### config.mk
export PLATFORM = sky130hd
export DESIGN_NAME = pipe_stage_elastic
export DESIGN_NICKNAME = d
export VERILOG_FILES = /design/src/rtl/pipe_pkg.sv /design/src/rtl/sat_counter.sv /design/src/rtl/pipe_stage_elastic.sv
export SDC_FILE = /design/constraint.sdc
export NUM_CORES = 1
export LEC_CHECK = 0
export ABC_AREA = 1
export ABC_CLOCK_PERIOD_IN_PS = 4600
export CAP_MARGIN = 20
export CORE_ASPECT_RATIO = 0.75
export CORE_MARGIN = 2
export CORE_UTILIZATION = 34
export DETAILED_ROUTE_END_ITERATION = 12
export HOLD_SLACK_MARGIN = 0.03
export MAX_ROUTING_LAYER = met4
export PLACE_DENSITY_LB_ADDON = 0.3
export SYNTH_ARGS = -nofsm -noshare
export SYNTH_HDL_FRONTEND = slang
export SYNTH_SLANG_ARGS = --single-unit
### constraint.sdc
create_clock -name clk_i -period 4.6 [get_ports clk_i]
set_clock_uncertainty 0.05 [all_clocks]
set_input_delay 1.38 -clock clk_i [delete_from_list [all_inputs] [get_ports clk_i]]
set_output_delay 1.38 -clock clk_i [all_outputs]
set_load 0.05 [all_outputs]
### src/rtl/pipe_pkg.sv
// pipe_pkg: shared types and constants for the pipeline stage registers
//   stage_state_e : occupancy of an elastic stage (empty / main only / main+skid)
//   NOP_INSTR     : bubble payload injected on flush or when a stage is empty
package pipe_pkg;

    typedef enum logic [1:0] {ST_EMPTY, ST_ONE, ST_FULL} stage_state_e;

    localparam logic [31:0] NOP_INSTR = 32'h0;

endpackage

### src/rtl/sat_counter.sv
// sat_counter: W-bit up counter that sticks at its maximum value
//   clk_i, rst_i : clock, asynchronous active-high reset (clears to 0)
//   inc_i        : count this cycle
//   cnt_o        : current count
module sat_counter #(
    parameter int W = 16
) (
    input  logic         clk_i,
    input  logic         rst_i,
    input  logic         inc_i,
    output logic [W-1:0] cnt_o
);

    logic [W-1:0] cnt_q;

    always_ff @(posedge clk_i or posedge rst_i)
        if (rst_i) cnt_q <= '0;
        else cnt_q <= cnt_q + W'(inc_i & ~&cnt_q);

    assign cnt_o = cnt_q;

endmodule

### src/rtl/pipe_stage_elastic.sv
// pipe_stage_elastic: elastic pipeline register with skid buffer, flush and perf counters
//   clk_i, reset_i          : clock, asynchronous active-high reset
//   in_valid_i/in_ready_o   : upstream handshake; in_ready_o is registered
//   in_data_i               : upstream payload
//   stall_i                 : hold the output entry
//   flush_i                 : flush requests, any bit empties the stage
//   out_valid_o/out_ready_i : downstream handshake
//   out_data_o              : output payload, NOP_VALUE when not valid
//   stall_cnt_o/flush_cnt_o : saturating held-cycle and discarding-flush counters
module pipe_stage_elastic
    import pipe_pkg::*;
#(
    parameter int                DATA_W     = 32,
    parameter logic [DATA_W-1:0] NOP_VALUE  = DATA_W'(NOP_INSTR),
    parameter int                FLUSH_SRCS = 2,
    parameter int                CNT_W      = 16
) (
    input  logic                  clk_i,
    input  logic                  reset_i,
    input  logic                  in_valid_i,
    output logic                  in_ready_o,
    input  logic [DATA_W-1:0]     in_data_i,
    input  logic                  stall_i,
    input  logic [FLUSH_SRCS-1:0] flush_i,
    output logic                  out_valid_o,
    input  logic                  out_ready_i,
    output logic [DATA_W-1:0]     out_data_o,
    output logic [CNT_W-1:0]      stall_cnt_o,
    output logic [CNT_W-1:0]      flush_cnt_o
);

    stage_state_e      state_q;
    logic [DATA_W-1:0] main_q, skid_q;
    logic              out_valid_q, in_ready_q;
    logic              acc, fire, fl;

    assign acc  = in_valid_i & in_ready_q;
    assign fire = out_valid_q & out_ready_i & ~stall_i;
    assign fl   = |flush_i;

    // main_q is forced to NOP_VALUE whenever the stage goes empty, so it can
    // drive out_data_o directly without an output mux.
    always_ff @(posedge clk_i or posedge reset_i)
        if (reset_i) begin
            state_q     <= ST_EMPTY;
            main_q      <= NOP_VALUE;
            skid_q      <= NOP_VALUE;
            out_valid_q <= 1'b0;
            in_ready_q  <= 1'b1;
        end else if (fl) begin
            state_q     <= ST_EMPTY;
            main_q      <= NOP_VALUE;
            out_valid_q <= 1'b0;
            in_ready_q  <= 1'b1;
        end else begin
            unique case (state_q)
                ST_EMPTY:
                    if (acc) begin
                        state_q     <= ST_ONE;
                        main_q      <= in_data_i;
                        out_valid_q <= 1'b1;
                    end
                ST_ONE:
                    if (acc && fire) main_q <= in_data_i;
                    else if (acc) begin
                        state_q    <= ST_FULL;
                        skid_q     <= in_data_i;
                        in_ready_q <= 1'b0;
                    end else if (fire) begin
                        state_q     <= ST_EMPTY;
                        main_q      <= NOP_VALUE;
                        out_valid_q <= 1'b0;
                    end
                ST_FULL:
                    if (fire) begin
                        state_q    <= ST_ONE;
                        main_q     <= skid_q;
                        in_ready_q <= 1'b1;
                    end
                default: begin
                    state_q     <= ST_EMPTY;
                    main_q      <= NOP_VALUE;
                    out_valid_q <= 1'b0;
                    in_ready_q  <= 1'b1;
                end
            endcase
        end

    // A valid skid implies a valid main, so out_valid_q alone tells whether
    // a flush discards anything.
    sat_counter #(.W(CNT_W)) u_stall_cnt (
        .clk_i (clk_i),
        .rst_i (reset_i),
        .inc_i (out_valid_q & ~fire),
        .cnt_o (stall_cnt_o)
    );

    sat_counter #(.W(CNT_W)) u_flush_cnt (
        .clk_i (clk_i),
        .rst_i (reset_i),
        .inc_i (fl & out_valid_q),
        .cnt_o (flush_cnt_o)
    );

    assign in_ready_o  = in_ready_q;
    assign out_valid_o = out_valid_q;
    assign out_data_o  = main_q;

endmodule

==> flow_metrics.tcl <==
set metrics [dict create \
    grt-ovfl-total 0 \
    drtIter0Drc 232 \
    rows 38 \
    wl_um 12100 \
    fmax_ghz 0.300 \
    timing.rr.start "state_q[1]" \
    hold_path_end "out_data_o[18]" \
    post-cts-setup-buffer-count 0 \
    cts_buffers 9 \
    dp_cells 914 \
    clock-sinks 100 \
    tightest_slew_ns 0.907 \
    min_path_cells 2 \
    cts_hold_buf 0 \
    max-vdd-ir-drop_mv 0.172 \
    coreArea_mm2 0.0144 \
    hold_violations 0 \
    first_pass_iters 5 \
    combPwrFrac_pct 27.0 \
    setup.worst_path.start_class "input pin" \
    fin_tns_setup_ns 0 \
    post-place-ws_ns 0.928 \
    h-tree-depth 3 \
    syn_to_final_growth_pct 29.0 \
    worst_r2r_endpoint "out_data_o[14]" \
    leakage_nw 3.15 \
    drv_slew 0 \
    grtUsageTotal_pct 16.5 \
    post_synth.cell_area_avg_um2 7.89 \
    grt_pass1_vias 4072 \
    synth_common_cells "nand2_1 (246), dfrtp_1 (99), nand3_1 (79), inv_1 (54)" \
    worstRegToRegCells 7 \
    die_w_um 144 \
    p_int_mw 1.65 \
    gp_congestion 0.882 \
    outcome "completed" \
    cts-root-buf "clkbuf_16" \
    synth-seq-area-share_pct 50.2 \
    drive_gt1_share_pct 4.11 \
    rsz0062_at_grt "false" \
    slew_headroom_pct 39.4 \
    io_pins 105 \
    antenna_cells 0 \
    fin_nets 770 \
    yosys-top-cells-area "dfrtp_1 (50%), nand2_1 (19%), nand3_1 (7.9%)" \
    cts_tree "built" \
    syn_area_mm2 0.00499 \
    final-setup-viol-count 0 \
    initial_utilization_pct 34.6 \
    syn_inst 632 \
    vias_per_cell 4.61 \
    ys_warn_count 0 \
    num_vias 4288 \
    grt_pass1_wl_um 19900 \
    hpwlAfterDp_um 7950 \
    worstPathArrival_ns 3.55 \
    yosysMostFrequentCell "nand2_1" \
    power-per-cell-area_mw_per_mm2 395 \
    p_sw_mw 0.887 \
    synth_fp_nets 677 \
    wl_per_cell_um 13.0 \
    synthArstFlopShare_pct 100 \
    cp_max_fo 32 \
    setup_ws_ns 1.27 \
    final.min_clock_period_ns 3.33 \
    power_frac_clock_pct 27.8 \
    io_buffer_count 104 \
    route.detailed.drc 0 \
    grt_max_degree 101 \
    hold_path.class "reg2reg" \
    path_clk_slew_ns 0.07 \
    yosysTopAreaCell "dfrtp_1" \
    clkLatencyLatePin_ns 0.34 \
    synth-main-ff-cell "dfrtp_1" \
    antenna_found_initial 0 \
    synth_edf_count 0 \
    seqPwrFrac_pct 45.1 \
    synth_top_area_share_pct 49.7 \
    reg2reg_setup_slack_ns 2.26 \
    cts.path.max_buffers 2 \
    endpoint_kind "flip-flop" \
    ys_ff_latch 100 \
    die-area_mm2 0.0157 \
    postRouteAntennaNets 0 \
    netlist-cell-type-count 27 \
    cts-resized-gates 0 \
    p_sw_share_pct 34.9 \
    cap_viol_max_count 0 \
    hold_path.startpoint "out_data_o[18]" \
    die_h_um 109 \
    period_share_pct 72.4 \
    crit_type "in2reg" \
    required_ns 4.82 \
    stdcell_count 930 \
]
-- state kept, by name, indices dropped and copies added (netlist names) --
| register | count |
|---|---|
| in_ready_o | 1 |
| out_data_o | 32 |
| out_valid_o | 1 |
| skid_q | 32 |
| state_q | 2 |
| u_flush_cnt.cnt_o | 16 |
| u_stall_cnt.cnt_o | 16 |
-- critical path, cell delays in order --
cell,delay [ns]
clkdlybuf4s50_1,0.40
nor2_1,0.51
o21ai_0,0.30
nor2_4,0.70
nand2_1,0.14
nand2_1,0.09
-- final cells by class --
| cell class | instances | area (um2) |
|---|---|---|
| clock inverter | 4 | 25.0 |
| sequential | 100 | 2500 |
| clock buffer | 12 | 246 |
| timing repair buffer | 108 | 1080 |
| tap | 200 | 250 |
| inverter | 56 | 213 |
| multi-input combinational | 450 | 2110 |
| fill | 1443 | 7970 |
-- how the worst max path moves through the flow --
stage                     startpoint        endpoint  slack (ns)
final                     flush_i[1]  out_data_o[16]        1.27
after global routing      flush_i[1]  out_data_o[26]        1.04
after CTS                 flush_i[1]  out_data_o[23]        1.27
after detailed placement  flush_i[1]  out_data_o[16]        0.93
after global placement    flush_i[1]  out_data_o[29]        1.01
after floorplan              reset_i   out_data_o[0]        0.55
-- stage by stage --
step                      hold slack, ns  util, %  power, mW  instance area, um2
final                              0.429     44.7       2.54                6430
after global routing               0.455     44.7       2.68                6430
after CTS                          0.431     44.7       2.57                6430
after detailed placement           0.419     42.8       1.86                6160
after global placement             0.413     42.8       1.84                6160
after floorplan                    0.409        -       1.61                4990
-- metal layers --
layer / global-route usage, % / part of all wire (%) / routed length (um) / up-vias
met3: 3.65 / 5.8 / 695 / 10
li1: - / - / - / 2176
met1: 22.0 / 48 / 5820 / 1978
met2: 25.5 / 45 / 5440 / 124
met5: - / 0 / 0 / -
met4: 4.90 / 1.1 / 136 / 0
-- cells in the final DEF (no fill, tap or decap), types with 2 or more instances in the layout --
| cell type | instances |
|---|---|
| buf_4 | 3 |
| clkbuf_1 | 2 |
| clkbuf_16 | 9 |
| clkdlybuf4s50_1 | 104 |
| clkinv_2 | 2 |
| clkinvlp_4 | 2 |
| dfrtp_1 | 99 |
| ha_1 | 6 |
| inv_1 | 53 |
| inv_2 | 2 |
| nand2_1 | 246 |
| nand3_1 | 79 |
| nand3_2 | 3 |
| nand4_1 | 3 |
| nor2_1 | 31 |
| nor2_4 | 3 |
| nor3_1 | 11 |
| o21ai_0 | 4 |
| o21ai_1 | 32 |
| xnor2_1 | 6 |
| xor2_1 | 19 |
-- power groups by stage --
stage	logic (mW)	clock network, mW	registers [mW]
finish	0.687	0.707	1.15
global route	0.747	0.764	1.17
CTS	0.695	0.730	1.15
detailed placement	0.694	0	1.16
global placement	0.681	0	1.16
floorplan	0.237	0	1.37
-- kinds of logic after synthesis --
group                    Yosys count  share of synthesized area (%)
AND/OR/NAND/NOR                  380                           32.2
adder cells (fa/ha/maj)            6                           1.51
buffers and inverters             82                           7.63
flip-flops                       100                           50.2
AO/OA/AOI/OAI                     39                           4.06
XOR/XNOR                          25                           4.39
No activity file was read; power rests on OpenSTA's default activity.
